### config.mk
export PLATFORM = sky130hd
export DESIGN_NAME = stage_execute_md
export DESIGN_NICKNAME = d
export VERILOG_FILES = /design/src/rtl/stage_execute_md_pkg.sv /design/src/rtl/stage_execute_md_muldiv.sv /design/src/rtl/stage_execute_md.sv
export SDC_FILE = /design/constraint.sdc
export NUM_CORES = 1
export LEC_CHECK = 0
export ABC_AREA = 1
export BUFFER_PORTS_ARGS = -buffer_cell sky130_fd_sc_hd__buf_2
export CAP_MARGIN = 30
export CORE_ASPECT_RATIO = 2
export CORE_UTILIZATION = 48
export DETAILED_ROUTE_END_ITERATION = 12
export GPL_ROUTABILITY_DRIVEN = 0
export GPL_TIMING_DRIVEN = 0
export PLACE_DENSITY = 0.68
export SETUP_SLACK_MARGIN = 0.02
export SLEW_MARGIN = 20
export SYNTH_ARGS = -nofsm -noshare
export SYNTH_HDL_FRONTEND = slang
export SYNTH_SLANG_ARGS = --single-unit
### constraint.sdc
create_clock -name clk -period 16.9 [get_ports clk]
set_input_delay 2.535 -clock clk [delete_from_list [all_inputs] [get_ports clk]]
set_output_delay 2.535 -clock clk [all_outputs]
set_load 0.005 [all_outputs]
### src/rtl/stage_execute_md_pkg.sv
// Shared types and encodings for the execute stage with iterative multiply/divide.
package md_pkg;

  typedef enum logic [2:0] {
    MD_NONE  = 3'd0,
    MD_MULT  = 3'd1,
    MD_MULTU = 3'd2,
    MD_DIV   = 3'd3,
    MD_DIVU  = 3'd4,
    MD_MFHI  = 3'd5,
    MD_MFLO  = 3'd6,
    MD_MTHI  = 3'd7
  } md_op_t;

  typedef enum logic [1:0] {
    MD_IDLE = 2'd0,
    MD_RUN  = 2'd1,
    MD_DONE = 2'd2
  } md_state_t;

  localparam logic [1:0] FWD_REG = 2'b00;
  localparam logic [1:0] FWD_WB  = 2'b01;
  localparam logic [1:0] FWD_MEM = 2'b10;

  localparam logic [2:0] ALU_AND  = 3'b000;
  localparam logic [2:0] ALU_OR   = 3'b001;
  localparam logic [2:0] ALU_ADD  = 3'b010;
  localparam logic [2:0] ALU_ANDN = 3'b100;
  localparam logic [2:0] ALU_ORN  = 3'b101;
  localparam logic [2:0] ALU_SUB  = 3'b110;
  localparam logic [2:0] ALU_SLT  = 3'b111;

  function automatic logic is_start_op(md_op_t op);
    return (op == MD_MULT) || (op == MD_MULTU) || (op == MD_DIV) || (op == MD_DIVU);
  endfunction

endpackage

### src/rtl/stage_execute_md_muldiv.sv
// Iterative radix-2 multiply/divide unit owning the architectural HI/LO registers.
module muldiv_unit
  import md_pkg::*;
#(
  parameter int WIDTH = 32
) (
  input  logic             clk,
  input  logic             rst_n,
  input  logic             start,
  input  logic [2:0]       op,
  input  logic [WIDTH-1:0] a,
  input  logic [WIDTH-1:0] b,
  input  logic             flush,
  output logic             busy,
  output logic             done,
  output logic [WIDTH-1:0] hi,
  output logic [WIDTH-1:0] lo
);

  localparam int unsigned   CW       = $clog2(WIDTH) + 1;
  localparam logic [CW-1:0] CNT_LOAD = CW'(WIDTH);
  localparam logic [CW-1:0] CNT_LAST = CW'(1);

  md_op_t           w_op;
  md_state_t        r_state;
  logic [CW-1:0]    r_cnt;
  logic [WIDTH-1:0] r_hi, r_lo;
  logic [WIDTH-1:0] r_ph, r_pl, r_opb;
  logic             r_div, r_neg_q, r_neg_r;

  logic             w_signed, w_is_div, w_a_neg, w_b_neg;
  logic [WIDTH-1:0] w_a_mag, w_b_mag;

  assign w_op     = md_op_t'(op);
  assign w_signed = (w_op == MD_MULT) || (w_op == MD_DIV);
  assign w_is_div = (w_op == MD_DIV) || (w_op == MD_DIVU);
  assign w_a_neg  = w_signed & a[WIDTH-1];
  assign w_b_neg  = w_signed & b[WIDTH-1];
  assign w_a_mag  = w_a_neg ? -a : a;
  assign w_b_mag  = w_b_neg ? -b : b;

  // r_ph/r_pl form one double-width shift register: product high/low for
  // multiply, remainder/dividend-becoming-quotient for divide.
  logic [WIDTH:0]     w_madd, w_shift;
  logic [WIDTH-1:0]   w_trial;
  logic               w_ge;
  logic [WIDTH-1:0]   w_ph_n, w_pl_n;
  logic [2*WIDTH-1:0] w_prod, w_prod_neg;
  logic [WIDTH-1:0]   w_hi_fin, w_lo_fin;

  always_comb begin
    w_madd  = {1'b0, r_ph} + (r_pl[0] ? {1'b0, r_opb} : '0);
    w_shift = {r_ph, r_pl[WIDTH-1]};
    w_ge    = w_shift >= {1'b0, r_opb};
    w_trial = w_shift[WIDTH-1:0] - r_opb;
    if (r_div) begin
      w_ph_n = w_ge ? w_trial : w_shift[WIDTH-1:0];
      w_pl_n = {r_pl[WIDTH-2:0], w_ge};
    end else begin
      w_ph_n = w_madd[WIDTH:1];
      w_pl_n = {w_madd[0], r_pl[WIDTH-1:1]};
    end
    w_prod     = {w_ph_n, w_pl_n};
    w_prod_neg = -w_prod;
    if (r_div) begin
      w_lo_fin = r_neg_q ? -w_pl_n : w_pl_n;
      w_hi_fin = r_neg_r ? -w_ph_n : w_ph_n;
    end else if (r_neg_q) begin
      {w_hi_fin, w_lo_fin} = w_prod_neg;
    end else begin
      {w_hi_fin, w_lo_fin} = w_prod;
    end
  end

  always_ff @(posedge clk or negedge rst_n) begin
    if (!rst_n) begin
      r_state <= MD_IDLE;
      r_cnt   <= '0;
      r_hi    <= '0;
      r_lo    <= '0;
      r_ph    <= '0;
      r_pl    <= '0;
      r_opb   <= '0;
      r_div   <= 1'b0;
      r_neg_q <= 1'b0;
      r_neg_r <= 1'b0;
    end else begin
      case (r_state)
        MD_IDLE: begin
          if (!flush) begin
            if (start) begin
              r_div   <= w_is_div;
              r_neg_q <= w_a_neg ^ w_b_neg;
              r_neg_r <= w_a_neg;
              r_cnt   <= CNT_LOAD;
              r_ph    <= '0;
              r_pl    <= w_is_div ? w_a_mag : w_b_mag;
              r_opb   <= w_is_div ? w_b_mag : w_a_mag;
              r_state <= MD_RUN;
            end else if (w_op == MD_MTHI) begin
              r_hi <= a;
            end
          end
        end
        MD_RUN: begin
          if (flush) begin
            r_state <= MD_IDLE;
          end else begin
            r_ph  <= w_ph_n;
            r_pl  <= w_pl_n;
            r_cnt <= r_cnt - CNT_LAST;
            if (r_cnt == CNT_LAST) begin
              r_hi    <= w_hi_fin;
              r_lo    <= w_lo_fin;
              r_state <= MD_DONE;
            end
          end
        end
        MD_DONE: r_state <= MD_IDLE;
        default: r_state <= MD_IDLE;
      endcase
    end
  end

  // Stall must drop while reset is held even if a start op sits at the input.
  assign busy = rst_n & (((r_state == MD_IDLE) & start & ~flush) | (r_state == MD_RUN));
  assign done = (r_state == MD_DONE);
  assign hi   = r_hi;
  assign lo   = r_lo;

endmodule

### src/rtl/stage_execute_md.sv
// MIPS execute stage: bypass muxes, ALU, dest select, branch adder and md unit.
module mux2 #(
  parameter int WIDTH = 32
) (
  input  logic [WIDTH-1:0] d0,
  input  logic [WIDTH-1:0] d1,
  input  logic             s,
  output logic [WIDTH-1:0] y
);
  assign y = s ? d1 : d0;
endmodule

module mux3
  import md_pkg::*;
#(
  parameter int WIDTH = 32
) (
  input  logic [WIDTH-1:0] d0,
  input  logic [WIDTH-1:0] d1,
  input  logic [WIDTH-1:0] d2,
  input  logic [1:0]       s,
  output logic [WIDTH-1:0] y
);
  always_comb begin
    case (s)
      FWD_WB:  y = d1;
      FWD_MEM: y = d2;
      default: y = d0;
    endcase
  end
endmodule

module alu
  import md_pkg::*;
#(
  parameter int WIDTH = 32
) (
  input  logic [WIDTH-1:0] a,
  input  logic [WIDTH-1:0] b,
  input  logic [2:0]       ctrl,
  output logic [WIDTH-1:0] y,
  output logic             zero,
  output logic             overflow
);
  logic [WIDTH-1:0] w_sum, w_diff;
  logic             w_lt;

  always_comb begin
    w_sum    = a + b;
    w_diff   = a - b;
    w_lt     = (a[WIDTH-1] != b[WIDTH-1]) ? a[WIDTH-1] : w_diff[WIDTH-1];
    y        = '0;
    overflow = 1'b0;
    case (ctrl)
      ALU_AND:  y = a & b;
      ALU_OR:   y = a | b;
      ALU_ADD: begin
        y        = w_sum;
        overflow = (a[WIDTH-1] == b[WIDTH-1]) && (w_sum[WIDTH-1] != a[WIDTH-1]);
      end
      ALU_ANDN: y = a & ~b;
      ALU_ORN:  y = a | ~b;
      ALU_SUB: begin
        y        = w_diff;
        overflow = (a[WIDTH-1] != b[WIDTH-1]) && (w_diff[WIDTH-1] != a[WIDTH-1]);
      end
      ALU_SLT:  y = {{(WIDTH-1){1'b0}}, w_lt};
      default:  y = '0;
    endcase
  end

  assign zero = (y == '0);
endmodule

module shiftleft2 #(
  parameter int WIDTH = 32
) (
  input  logic [WIDTH-1:0] a,
  output logic [WIDTH-1:0] y
);
  assign y = a << 2;
endmodule

module adder #(
  parameter int WIDTH = 32
) (
  input  logic [WIDTH-1:0] a,
  input  logic [WIDTH-1:0] b,
  output logic [WIDTH-1:0] y
);
  assign y = a + b;
endmodule

module stage_execute_md
  import md_pkg::*;
#(
  parameter int WIDTH   = 32,
  parameter int REGADDR = 5
) (
  input  logic               clk,
  input  logic               reset,
  input  logic               flush_E,
  input  logic               alusrc,
  input  logic               regdst,
  input  logic [2:0]         alucontrol,
  input  logic [2:0]         md_op,
  input  logic [WIDTH-1:0]   reg1,
  input  logic [WIDTH-1:0]   reg2,
  input  logic [REGADDR-1:0] rt,
  input  logic [REGADDR-1:0] rd,
  input  logic [WIDTH-1:0]   signimm,
  input  logic [WIDTH-1:0]   pcplus4,
  input  logic [WIDTH-1:0]   aluresult_MEM,
  input  logic [WIDTH-1:0]   result_WB,
  input  logic [1:0]         forward_a,
  input  logic [1:0]         forward_b,
  output logic [WIDTH-1:0]   aluresult,
  output logic               zero,
  output logic               overflow,
  output logic [REGADDR-1:0] writereg,
  output logic [WIDTH-1:0]   writedata,
  output logic [WIDTH-1:0]   pcbranch,
  output logic               stall_md
);

  md_op_t           w_op;
  logic [WIDTH-1:0] w_srca, w_srcb, w_alu_y, w_immsh, w_hi, w_lo;
  logic             w_alu_zero, w_alu_ovf, w_md_busy, w_md_done;

  assign w_op = md_op_t'(md_op);

  mux3 #(.WIDTH(WIDTH)) u_fwd_a (
    .d0(reg1), .d1(result_WB), .d2(aluresult_MEM), .s(forward_a), .y(w_srca)
  );
  mux3 #(.WIDTH(WIDTH)) u_fwd_b (
    .d0(reg2), .d1(result_WB), .d2(aluresult_MEM), .s(forward_b), .y(writedata)
  );
  mux2 #(.WIDTH(WIDTH)) u_srcb (
    .d0(writedata), .d1(signimm), .s(alusrc), .y(w_srcb)
  );
  mux2 #(.WIDTH(REGADDR)) u_wreg (
    .d0(rt), .d1(rd), .s(regdst), .y(writereg)
  );
  alu #(.WIDTH(WIDTH)) u_alu (
    .a(w_srca), .b(w_srcb), .ctrl(alucontrol),
    .y(w_alu_y), .zero(w_alu_zero), .overflow(w_alu_ovf)
  );
  shiftleft2 #(.WIDTH(WIDTH)) u_sl2 (
    .a(signimm), .y(w_immsh)
  );
  adder #(.WIDTH(WIDTH)) u_pcadd (
    .a(w_immsh), .b(pcplus4), .y(pcbranch)
  );

  muldiv_unit #(.WIDTH(WIDTH)) u_md (
    .clk  (clk),
    .rst_n(reset),
    .start(is_start_op(w_op)),
    .op   (md_op),
    .a    (w_srca),
    .b    (writedata),
    .flush(flush_E),
    .busy (w_md_busy),
    .done (w_md_done),
    .hi   (w_hi),
    .lo   (w_lo)
  );

  // The op is still presented during DONE; it must retire, never re-stall.
  assign stall_md = w_md_busy & ~w_md_done;

  always_comb begin
    aluresult = w_alu_y;
    zero      = w_alu_zero;
    overflow  = w_alu_ovf;
    case (w_op)
      MD_MFHI: begin
        aluresult = w_hi;
        zero      = 1'b0;
        overflow  = 1'b0;
      end
      MD_MFLO: begin
        aluresult = w_lo;
        zero      = 1'b0;
        overflow  = 1'b0;
      end
      default: ;
    endcase
  end

endmodule

==> flow_summary.yaml, run 1 <==
floorplanning:
  die_h_um: 334.7
  die_width_um: 168.3
  num_rows: 121
  pin_count: 321
  initial_utilization_pct: 48.74
clock_network:
  cts_sinks: 171
  clock_path_buffers: 3
  ctsHtreeMaxLevel: 4
  cts.repair.resized: 0
  cts_setup_buffers: 0
  cts_made_buffers: 25
  cts_hold_buf: 0
  clockRootBuffer: "clkbuf_16"
yosys:
  syn-cell-area_mm2: 0.02656
  ys.flop_type: "dfrtp_1"
  synthCells: 4566
  ys_top_cells_by_area: "nand2_1 (18%), dfrtp_1 (16%), inv_1 (9.8%)"
  ys_types: 69
  synth_common_cells: "nand2_1 (1301), inv_1 (694), nand3_1 (354)"
  seq_area_frac_synth_pct: 16.11
  avgSynthCellArea_um2: 5.818
  synth_top_cell_area_share_pct: 18.38
  yosysMostFrequentCell: "nand2_1"
  synth_edf_count: 0
  synth_seq_cells: 171
  yosysTopAreaCell: "nand2_1"
  synthArstFlopShare_pct: 100.0
  syn_nets: 4951
  synth_warnings: 0
grt:
  grt_max_degree: 88
  grt_pass1_wl_um: 284400
  track_usage_pct: 66.89
  grt_pass1_vias: 39150
  grt-ovfl-total: 587
placed_design:
  dp_hpwl_um: 126800
  portBuffers: 316
  post-place-cells: 5573
  place_area_mm2: 0.02913
run_status:
  stop_stage: "5_1_grt"
  status: "did not finish"
  tool.error: "[ERROR GRT-0116] Global routing finished with congestion. Check the congestion regions in the DRC Viewer."
-- metal layers --
metal,track usage (%),overflow
met1,60.89,15
met2,90.36,367
met3,47.59,12
met4,73.89,193
met5,16.50,0
-- logic make-up after synthesis --
group | synth area share [%]
compound gates | 20.87
xor+xnor | 5.275
fa+ha+maj | 8.054
buf+inv | 13.63
flops | 16.11
mux | 0.2496
simple gates | 35.81
-- through the flow --
step                setup slack [ns]  hold WS, ns
CTS                            5.349       0.4847
detailed placement             5.360       0.4650
floorplan                      7.873       0.4488
global placement               5.283       0.4636
==> run 2: changes to the inputs <==
--- a/config.mk
+++ b/config.mk
@@ -8,13 +8,11 @@
 export ABC_AREA = 1
 export BUFFER_PORTS_ARGS = -buffer_cell sky130_fd_sc_hd__buf_2
 export CAP_MARGIN = 30
-export CORE_ASPECT_RATIO = 2
-export CORE_UTILIZATION = 48
+export CORE_UTILIZATION = 33
 export DETAILED_ROUTE_END_ITERATION = 12
 export GPL_ROUTABILITY_DRIVEN = 0
 export GPL_TIMING_DRIVEN = 0
-export PLACE_DENSITY = 0.68
-export SETUP_SLACK_MARGIN = 0.02
+export PLACE_DENSITY_LB_ADDON = 0.15
 export SLEW_MARGIN = 20
 export SYNTH_ARGS = -nofsm -noshare
 export SYNTH_HDL_FRONTEND = slang
==> flow_summary.yaml, run 2 <==
power_and_ir_drop:
  power.switching_w: 0.002971
  p_leak_nw: 15.76
  p_seq_share_pct: 15.2
  power.total_w: 0.004814
  pwr-share-comb_pct: 76.2
  switching_share_pct: 61.72
  p_int_w: 0.001842
  clockPowerShare_pct: 8.6
  p_per_area_mw_per_mm2: 159.4
  ir_drop_v: 0.00007983
worst_setup_path:
  cp_max_fo: 10
  critPathSlowestCell: "o21ai_0"
  reg2reg_to: "u_md.hi[10]"
  slowest_delay_ns: 0.81
  endpoint_kind: "output pin"
  cp_common_cell: "inv_1"
  critPathKind: "input pin to output pin"
  start_kind: "input pin"
  worst_r2r_startpoint: "u_md.r_opb[23]"
  r2r_cells: 28
  cp.arrival_ns: 9.65
  reg2reg_slack_ns: 11.60
  required_ns: 14.37
hold_path:
  hold_end: "u_md.hi[20]"
  whs_path_depth: 2
  hold_start: "u_md.hi[20]"
  min_path_type: "flip-flop to flip-flop"
run_status:
  status: "finished, final reports clean"
yosys:
  syn_nets: 4951
  synthArstFlopShare_pct: 100.0
  synth_top_cell_area_share_pct: 18.38
  avgSynthCellArea_um2: 5.818
  syn-cell-area_mm2: 0.02656
  synth_seq_cells: 171
  synth_warnings: 0
  yosysTopAreaCell: "nand2_1"
  ys_types: 69
  ys.flop_type: "dfrtp_1"
  yosysMostFrequentCell: "nand2_1"
  synth_common_cells: "nand2_1 (1301), inv_1 (694), nand3_1 (354)"
  synthCells: 4566
  seq_area_frac_synth_pct: 16.11
  ys_top_cells_by_area: "nand2_1 (18%), dfrtp_1 (16%), inv_1 (9.8%)"
  synth_edf_count: 0
clock_network:
  cts.repair.resized: 0
  cts_tree: "built"
  cts_hold_buf: 0
  cts_sinks: 171
  cts_made_buffers: 17
  ctsHtreeMaxLevel: 4
  path_clk_slew_ns: 0.07
  cts_setup_buffers: 0
  clockRootBuffer: "clkbuf_16"
  clock_path_buffers: 2
  clk_latency_ns: 0.50
floorplanning:
  num_rows: 103
  initial_utilization_pct: 33.52
  core-area_mm2: 0.07926
  die_h_um: 285.7
  pin_count: 321
  die_width_um: 285.7
  dieArea_mm2: 0.08164
grt:
  grt_pass1_vias: 31380
  grt-ovfl-total: 0
  track_usage_pct: 34.56
  grt_pass1_wl_um: 207900
  grt_max_degree: 90
  antenna_found_initial: 3
timing:
  setup_tns_ns: 0
  relSlewSlack_pct: 26.87
  drv_slew: 0
  finalSetupViolations: 0
  timing.fmax_mhz: 82.08
  worstMarginPinSlew_ns: 1.090
  clock_skew_ns: 0.02427
  period_needed_ns: 12.18
  rsz0062_at_grt: "false"
  fin_crit_sh_pct: 72.09
  finalHoldViolCount: 0
  hold-worst-slack_ns: 0.4828
finish:
  final_common_cell: "nand2_1"
  final_util_pct: 38.11
  drive_gt1_share_pct: 11.56
  mostFrequentLayoutCells: "nand2_1 (1301), inv_1 (694), nand3_1 (354)"
  final_nets: 5301
  area_growth_pct: 13.70
drt:
  drt_iter0_markers: 4170
  routedWlPerCell_um: 24.12
  drtAntennaViolNets: 0
  drc_errors: 0
  drt-total-wl_um: 144300
  viasPerCell: 5.557
  firstDrtPassIters: 8
  vias: 33240
placed_design:
  dp_hpwl_um: 122000
  portBuffers: 316
run:
  drv_cap: 0
==> run 2: cell counts after synthesis <==
Identical to the previous run, type by type.
==> run 2: worst max-delay path: cells and delay by family <==
| family | cells | cell delay (ns) |
|---|---|---|
| and+or+nand+nor | 8 | 0.95 |
| adders and majority gates | 3 | 1.64 |
| buffers and inverters | 12 | 2.19 |
| AOI/OAI and AO/OA | 6 | 2.33 |
==> run 2: worst max path at each step <==
stage / cells after the start / slack (ns) / end / start
6_report: 29 / 4.72 / zero / forward_b[0]
2_1_floorplan: 27 / 7.87 / zero / forward_b[0]
3_5_place_dp: 29 / 5.03 / zero / forward_b[0]
4_1_cts: 29 / 5.02 / zero / forward_b[0]
3_3_place_gp: 29 / 4.56 / zero / forward_b[0]
5_1_grt: 29 / 4.25 / zero / forward_b[0]
==> run 2: power groups by stage <==
stage / combinational, W / clock [W] / sequential (W)
finish: 0.00367 / 0.000416 / 0.000731
global route: 0.00397 / 0.000428 / 0.000739
CTS: 0.00356 / 0.000416 / 0.000724
detailed placement: 0.00354 / 0 / 0.000730
global placement: 0.00353 / 0 / 0.000728
floorplan: 0.00236 / 0 / 0.000656
==> run 2: cell type report <==
class,instances,area (um^2)
flip-flops and latches,171,4279
fillers,8984,49050
multi-input cells,3502,18670
diodes,2,5.005
repair buffers,331,1729
clock inverters,14,148.9
clock buffers,18,439.2
plain buffers,166,892.1
well taps,1050,1314
inverters,727,2729
==> run 2: kinds of logic (layout without fill, tap and decap cells) <==
kind of cell,after synthesis,after routing,synth area share (%)
compound gates,943,943,20.87
buf+inv,893,1256,13.63
fa+ha+maj,168,168,8.054
xor+xnor,160,160,5.275
other cells,0,2,0
flops,171,171,16.11
mux,6,6,0.2496
simple gates,2225,2225,35.81
==> run 2: metal layers <==
layer	global-route usage (%)	up-vias	wire length, um
met1	43.31	15360	57760
met5	0	-	0
met4	20.72	0	10230
met3	7.201	420	13820
met2	54.45	1827	62470
li1	-	15630	-
==> run 2: through the flow <==
step | cell area, um^2 | std cells | setup WS, ns
after detailed placement | 29610 | 5946 | 5.034
after global routing | 30200 | 5980 | 4.246
final | 30200 | 5981 | 4.717
after global placement | 29460 | 5932 | 4.563
after floorplan | 26560 | 4566 | 7.873
after CTS | 30190 | 5978 | 5.021
No activity file was read; power rests on OpenSTA's default activity.
